File: src/rtl/io_port_fabric.sv
// IO-space bus fabric: decodes a slot from the upper address bits, issues a one-cycle
// strobe, waits for that slot's acknowledge (or a timeout) and returns a ready pulse.
module io_port_fabric #(
    parameter int              BITS           = 16,
    parameter int              ADDRESS_BITS   = 16,
    parameter int              SLOT_BITS      = 4,
    parameter int              NUM_PORTS      = 10,
    parameter int              TIMEOUT_CYCLES = 255,
    parameter logic [BITS-1:0] ERR_VALUE      = 16'hDEAD
) (
    input  logic                           CLK,
    input  logic                           RST,
    input  logic [ADDRESS_BITS-1:0]        ADDRESS,
    input  logic [BITS-1:0]                DATA_IN,
    output logic [BITS-1:0]                DATA_OUT,
    input  logic                           memWR,
    input  logic                           memRD,
    output logic                           memREADY,
    output logic                           bus_err,
    output logic [ADDRESS_BITS-1:0]        err_addr,
    output logic [ADDRESS_BITS-SLOT_BITS-1:0] port_addr,
    output logic [BITS-1:0]                port_wdata,
    output logic [NUM_PORTS-1:0]           port_wr,
    output logic [NUM_PORTS-1:0]           port_rd,
    input  logic [NUM_PORTS*BITS-1:0]      port_rdata,
    input  logic [NUM_PORTS-1:0]           port_ack
);

    localparam int OFF_BITS = ADDRESS_BITS - SLOT_BITS;
    localparam int CNT_BITS = (TIMEOUT_CYCLES > 0) ? $clog2(TIMEOUT_CYCLES + 1) : 1;
    localparam logic [CNT_BITS-1:0] CNT_MAX = CNT_BITS'(TIMEOUT_CYCLES);

    localparam logic [1:0] StIdle  = 2'd0;
    localparam logic [1:0] StIssue = 2'd1;
    localparam logic [1:0] StWait  = 2'd2;
    localparam logic [1:0] StDone  = 2'd3;

    logic [1:0]              state_q, state_d;
    logic                    is_wr_q, is_wr_d;
    logic [SLOT_BITS-1:0]    slot_q, slot_d;
    logic [ADDRESS_BITS-1:0] addr_q, addr_d;
    logic                    err_q, err_d;
    logic [CNT_BITS-1:0]     cnt_q, cnt_d;
    logic [BITS-1:0]         dout_q, dout_d;
    logic [ADDRESS_BITS-1:0] err_addr_q, err_addr_d;
    logic [OFF_BITS-1:0]     port_addr_q, port_addr_d;
    logic [BITS-1:0]         port_wdata_q, port_wdata_d;

    logic [SLOT_BITS-1:0] slot_in;
    logic                 slot_mapped;
    logic                 ack_sel;
    logic [BITS-1:0]      rdata_sel;
    logic [NUM_PORTS-1:0] slot_onehot;
    logic [CNT_BITS-1:0]  cnt_inc;

    assign slot_in     = ADDRESS[ADDRESS_BITS-1 -: SLOT_BITS];
    assign slot_mapped = 32'(slot_in) < 32'(NUM_PORTS);

    // Only the captured slot's ack and read data are ever looked at.
    always_comb begin
        ack_sel     = 1'b0;
        rdata_sel   = '0;
        slot_onehot = '0;
        for (int k = 0; k < NUM_PORTS; k++) begin
            if (slot_q == SLOT_BITS'(k)) begin
                ack_sel        = port_ack[k];
                rdata_sel      = port_rdata[k*BITS +: BITS];
                slot_onehot[k] = 1'b1;
            end
        end
    end

    assign cnt_inc = (cnt_q == CNT_MAX) ? cnt_q : cnt_q + CNT_BITS'(1);

    always_comb begin
        state_d      = state_q;
        is_wr_d      = is_wr_q;
        slot_d       = slot_q;
        addr_d       = addr_q;
        err_d        = err_q;
        cnt_d        = cnt_q;
        dout_d       = dout_q;
        err_addr_d   = err_addr_q;
        port_addr_d  = port_addr_q;
        port_wdata_d = port_wdata_q;
        unique case (state_q)
            StIdle: begin
                if (memWR || memRD) begin
                    is_wr_d      = memWR;
                    slot_d       = slot_in;
                    addr_d       = ADDRESS;
                    port_addr_d  = ADDRESS[OFF_BITS-1:0];
                    port_wdata_d = DATA_IN;
                    if (slot_mapped) begin
                        err_d   = 1'b0;
                        state_d = StIssue;
                    end else begin
                        err_d      = 1'b1;
                        err_addr_d = ADDRESS;
                        if (!memWR) dout_d = ERR_VALUE;
                        state_d    = StDone;
                    end
                end
            end
            StIssue: begin
                cnt_d = '0;
                if (ack_sel) begin
                    if (!is_wr_q) dout_d = rdata_sel;
                    state_d = StDone;
                end else begin
                    state_d = StWait;
                end
            end
            StWait: begin
                cnt_d = cnt_inc;
                // Ack takes priority over a timeout landing in the same cycle.
                if (ack_sel) begin
                    if (!is_wr_q) dout_d = rdata_sel;
                    state_d = StDone;
                end else if (TIMEOUT_CYCLES != 0 && cnt_inc == CNT_MAX) begin
                    err_d      = 1'b1;
                    err_addr_d = addr_q;
                    if (!is_wr_q) dout_d = ERR_VALUE;
                    state_d    = StDone;
                end
            end
            default: begin
                state_d = StIdle;
            end
        endcase
    end

    always_ff @(posedge CLK) begin
        if (RST) begin
            state_q      <= StIdle;
            is_wr_q      <= 1'b0;
            slot_q       <= '0;
            addr_q       <= '0;
            err_q        <= 1'b0;
            cnt_q        <= '0;
            dout_q       <= '0;
            err_addr_q   <= '0;
            port_addr_q  <= '0;
            port_wdata_q <= '0;
        end else begin
            state_q      <= state_d;
            is_wr_q      <= is_wr_d;
            slot_q       <= slot_d;
            addr_q       <= addr_d;
            err_q        <= err_d;
            cnt_q        <= cnt_d;
            dout_q       <= dout_d;
            err_addr_q   <= err_addr_d;
            port_addr_q  <= port_addr_d;
            port_wdata_q <= port_wdata_d;
        end
    end

    assign DATA_OUT   = dout_q;
    assign err_addr   = err_addr_q;
    assign port_addr  = port_addr_q;
    assign port_wdata = port_wdata_q;
    assign memREADY   = (state_q == StDone);
    assign bus_err    = memREADY && err_q;
    assign port_wr    = (state_q == StIssue && is_wr_q)  ? slot_onehot : '0;
    assign port_rd    = (state_q == StIssue && !is_wr_q) ? slot_onehot : '0;

endmodule

File: config.mk
export PLATFORM = sky130hd
export DESIGN_NAME = io_port_fabric
export DESIGN_NICKNAME = d
export VERILOG_FILES = /design/src/rtl/io_port_fabric.sv
export SDC_FILE = /design/constraint.sdc
export NUM_CORES = 1
export LEC_CHECK = 0
export CORE_UTILIZATION = 33
export CTS_CLUSTER_DIAMETER = 100
export DETAILED_ROUTE_END_ITERATION = 10
export MAX_ROUTING_LAYER = met4
export PLACE_DENSITY = 0.71
export SLEW_MARGIN = 20
export SYNTH_ARGS = -nofsm -noshare
export SYNTH_HDL_FRONTEND = slang
export SYNTH_SLANG_ARGS = --single-unit
File: constraint.sdc
create_clock -name CLK -period 3.3 [get_ports CLK]
set_input_delay 0.66 -clock CLK [delete_from_list [all_inputs] [get_ports CLK]]
set_output_delay 0.66 -clock CLK [all_outputs]
set_load 0.05 [all_outputs]
Yosys cells after proc, flatten, opt, wreduce, memory -nomap -nowiden --
Cells that the tools add are included.
Word-level totals: register bits 92, input bits 206, output and inout bits 82, word-level logic and storage cells 108
Operators by class: add/subtract/negate cells 1, order comparisons 1, equal/unequal tests 22, multiplexer cells 59, reductions and logical operators 15
Operator list (count):
- 2-to-1 mux 16 bit | 22
- one-hot mux 16 bit (3 select lines) | 1
- one-hot mux 16 bit (2 select lines) | 1
- 2-to-1 mux 1 bit | 25
- 2-to-1 mux 10 bit | 2
- == test 4 x 3 -> 1 bit (second input constant) | 4
- == test 8 bit (second input constant) | 2
- one-hot mux 8 bit (2 select lines) | 1
- inequality test 2 bit (second input constant) | 6
- adder 8 x 1 -> 8 bit (second input constant) | 1
- == test 4 x 2 -> 1 bit (second input constant) | 2
- == test 4 bit (second input constant) | 2
- 2-to-1 mux 2 bit | 4
- 2-to-1 mux 8 bit | 1
- AND reduction 7 bit | 1
- inequality test 3 bit (second input constant) | 2
- one-hot mux 2 bit (3 select lines) | 1
- AND reduction 5 bit | 1
- == test 2 bit (second input constant) | 2
- == test 4 x 1 -> 1 bit (second input constant) | 1
- logical NOT 4 bit | 1
- < comparator 4 bit (second input constant) | 1
- AND reduction 2 bit | 2
- AND reduction 4 bit | 1
- other kinds (8) | 11

Logic depth before layout (Yosys ltp) --
depth in word-level cells 14, gate-level depth with buffers 11, mapped depth without buffers 8

Worst setup path before layout --
OpenSTA, ideal clock, no wires.
kind register to output, from reg is_wr_q, to out port_wr[0], arrival time 2.639 ns, data required time 2.640 ns, path slack 0.001 ns, cell stages (with the launch flop) 6, buffers on the path 3, cell sequence dfxtp_1 buf_2 clkbuf_1 clkbuf_1 nand2_1 nor4_1
On the way: cells in the longest elaborated chain, start to end 2
RTL lines:
- from (decl) | RTL line 39 | logic is_wr_q, is_wr_d;
- from (signal assigned) | RTL line 147 | is_wr_q <= is_wr_d;
- logical AND 1 bit | RTL line 165 | assign port_wr = (state_q == StIssue && is_wr_q) ? slot_onehot : '0;
- 2-to-1 mux 10 bit | RTL line 165
- to (decl) | RTL line 23 | output logic [NUM_PORTS-1:0] port_wr,
Every way passes these cells.

Final worst setup path --
from reg state_q[1], to out port_rd[1]
On the way: cells in the longest elaborated chain, start to end 3
RTL lines:
- from (decl) | RTL line 38 | logic [1:0] state_q, state_d;
- from (signal assigned) | RTL line 135 | state_q <= StIdle;
- from (signal assigned) | RTL line 146 | state_q <= state_d;
- == test 2 x 1 -> 1 bit | RTL line 166 | assign port_rd = (state_q == StIssue && !is_wr_q) ? slot_onehot : '0;
- logical AND 1 bit | RTL line 166
- 2-to-1 mux 10 bit | RTL line 166
- to (decl) | RTL line 24 | output logic [NUM_PORTS-1:0] port_rd,
Every way passes these cells.

==> run_results.csv <==
group,metric,value,unit
sta,drv_slew,0,
power,p_leak,3.06,nW
setup_path,slowest_stage,"clkdlybuf4s50_1",
logic_synthesis,syn-num-nets,899,
setup_path,crit_chain,"inv_1 -> ha_1 -> nand2b_1 -> nor3_1 -> clkdlybuf4s50_1",
routing,drc,0,
cts,clkLatencyLatePin,0.33,ns
logic_synthesis,ys_ff_latch,76,
floorplanning,core.rowCount,45,
cells_and_area,multi_input_area,0.00319,mm²
sta,holdWs,0.452,ns
run_status,status,"finished, final reports clean",
sta,setup_viol,0,
sta,fin_crit_sh,97.0,%
logic_synthesis,synth_edf_count,0,
cts,cts-resized-gates,0,
global_route,overflow,0,
floorplanning,ios,288,
setup_path,cpPeakStageDelay,0.85,ns
sta,tns,0,ns
power,p_per_area,778,mW/mm²
logic_synthesis,synth_area,0.00509,mm²
cells_and_area,layout_commonest_cell,"clkdlybuf4s50_1",
sta,fin_ws,0.0997,ns
sta,final-hold-violation-count,0,
cells_and_area,final_net_count,1153,
logic_synthesis,ys_async_sr_fraction,0,%
cells_and_area,layout-area-overhead-vs-synth,67.7,%
place,numPortBuffers,287,
cells_and_area,utilization,56.3,%
logic_synthesis,synth_top_area_share,29.9,%
logic_synthesis,synth.area.top_cells,"dfxtp_1, nand2_1, nor2_1, a21oi_1, mux2i_1",
cells_and_area,fillers,1406,
setup_path,startpoint_type,"flip-flop",
hold_path,hp-start,"port_wdata[5]",
sta,fmax,312,MHz
logic_synthesis,synth.avg_cell_area,7.41,µm²
logic_synthesis,ys_types,73,
global_route,grt_pass1_wl,33100,µm
place,gp_congestion,0.906,
cts,htreeDepth,3,
setup_path,critPathCaptureType,"primary output",
run,maxCapViolations,0,
power,max-vdd-ir-drop,0.000557,V
cts,clockRootBuffer,"clkbuf_16",
setup_path,cp-startpoint,"state_q[1]",
setup_path,cp.buffers_inverters,2,
cells_and_area,layout-drive-gt1-share,10.6,%
routing,firstDrtPassIters,6,
global_route,antenna_found_initial,3,
sta,relSlewSlack,54.9,%
routing,wl,21800,µm
logic_synthesis,synth_flop_cell,"dfxtp_1",
routing,drtIter0Drc,682,
place,dp_hpwl,17000,µm
floorplanning,initial_utilization,33.6,%
floorplanning,die_area,0.0159,mm²
setup_path,crit_fanout,10,
setup_path,r2r_start,"cnt_q[0]",
routing,final_antenna_net_count,0,
sta,tightest_slew,0.659,ns
cts,numClockSinks,76,
setup_path,arrival,2.54,ns
cts,numCtsBuffers,9,
place,place_ws,0.423,ns
cts,cts_buffer_depth,2,
logic_synthesis,ys_warn_count,0,
sta,min_period,3.20,ns
logic_synthesis,yosysTopAreaCell,"dfxtp_1",
routing,vias,6260,
setup_path,critical_path_class,"flip-flop to primary output",
logic_synthesis,postSynthCellCount,687,
cells_and_area,layout_common_cells,"clkdlybuf4s50_1, nand2_1, nor2_1, dfxtp_1, a21oi_1",
floorplanning,coreArea,0.0151,mm²
hold_path,hp-class,"flip-flop to flip-flop",
setup_path,crit_family,"buffers and inverters",
routing,viasPerCell,5.51,
global_route,grt_pass1_vias,5868,
floorplanning,die_h,126,µm
routing,routedWlPerCell,19.1,µm
cells_and_area,regArea,0.00152,mm²
cts,cts_hold_buf,0,
floorplanning,die_x,126,µm
sta,rsz0062_at_grt,"false",
global_route,grtUsageTotal,27.4,%
cts,clk_pin_slew,0.06,ns
global_route,grt_max_degree,35,
cts,postCtsSetupBuffers,0,
cts,cts_tree,"built",
sta,skew,0.00493,ns
logic_synthesis,synth_seq_area_share,29.9,%
setup_path,cp.required,2.64,ns
[synthesized netlist by cell type (all sizes together) (3+ instances only)]
cell type,count
nand2,109
nor2,101
dfxtp,76
a21oi,66
buf,36
o21ai,35
clkbuf,31
nor3,28
mux2i,17
o221a,15
o22ai,13
a222oi,11
nand3,11
a22oi,10
a31oi,10
o31a,10
a211oi,9
inv,9
nand2b,7
ha,6
o211ai,6
a221oi,5
nand3b,5
a311oi,4
and3,4
mux2,4
nand4,4
nor2b,4
a2111oi,3
o31ai,3
[cell families (layout without fill, tap and decap cells)]
kind of cell	Yosys count	count (layout)	share of synthesized area, %
simple gates	292	292	26.7
compound gates	213	213	29.1
flops	76	76	29.9
buf+inv	76	335	7.72
mux	22	22	4.67
fa+ha+maj	6	6	1.48
xor+xnor	2	2	0.344
other cells	0	3	0
[power breakdown]
group / switching [mW] / internal, mW / leakage, nW
clock: 0.383 / 0.662 / 0.149
sequential: 0.256 / 1.21 / 0.626
combinational: 2.59 / 1.53 / 2.28
[through the flow]
| step | power, mW | cell area (µm²) | cells |
|---|---|---|---|
| after floorplan | 4.21 | 5090 | 687 |
| after global placement | 5.56 | 8200 | 1118 |
| after detailed placement | 5.59 | 8200 | 1118 |
| after CTS | 6.66 | 8520 | 1134 |
| after global routing | 7.03 | 8530 | 1137 |
| final | 6.64 | 8530 | 1137 |
[tightest hold or removal path, delay by kind of cell (launching register included)]
family / cells / cell delay [ns]
simple gates: 1 / 0.05
flops: 1 / 0.30
compound gates: 1 / 0.05
[layer usage]
metal,part of all wire [%],wire length [µm],vias to the layer above,global-route usage [%]
met5,0,0,-,-
met4,2.7,582,0,9.50
li1,-,-,3014,-
met3,8.2,1790,45,6.84
met1,42,9040,2895,33.0
met2,48,10300,306,44.3
[layout make-up]
class,instances,area share (%)
repair buffers,310,37.8
multi-input cells,535,37.3
flip-flops and latches,76,17.8
well taps,188,2.76
clock buffers,10,2.68
clock inverters,6,1.04
inverters,9,0.396
diodes,3,0.0880
[worst paths after layout]
kind,endpoint,slack (ns),cells past startpoint
worst max-delay path,port_rd[1],0.1,5
worst min-delay path,port_wdata[5],0.45,2
worst max register to register,err_addr[8],0.64,8
worst min register to register,port_wdata[5],0.45,2
[registers in the layout (all words and copies together) (netlist names)]
name        flops
DATA_OUT       16
err_addr       16
port_wdata     16
addr_q         12
cnt_q           8
slot_q          4
state_q         2
err_q           1
is_wr_q         1
(Power assumes the default switching activity.)
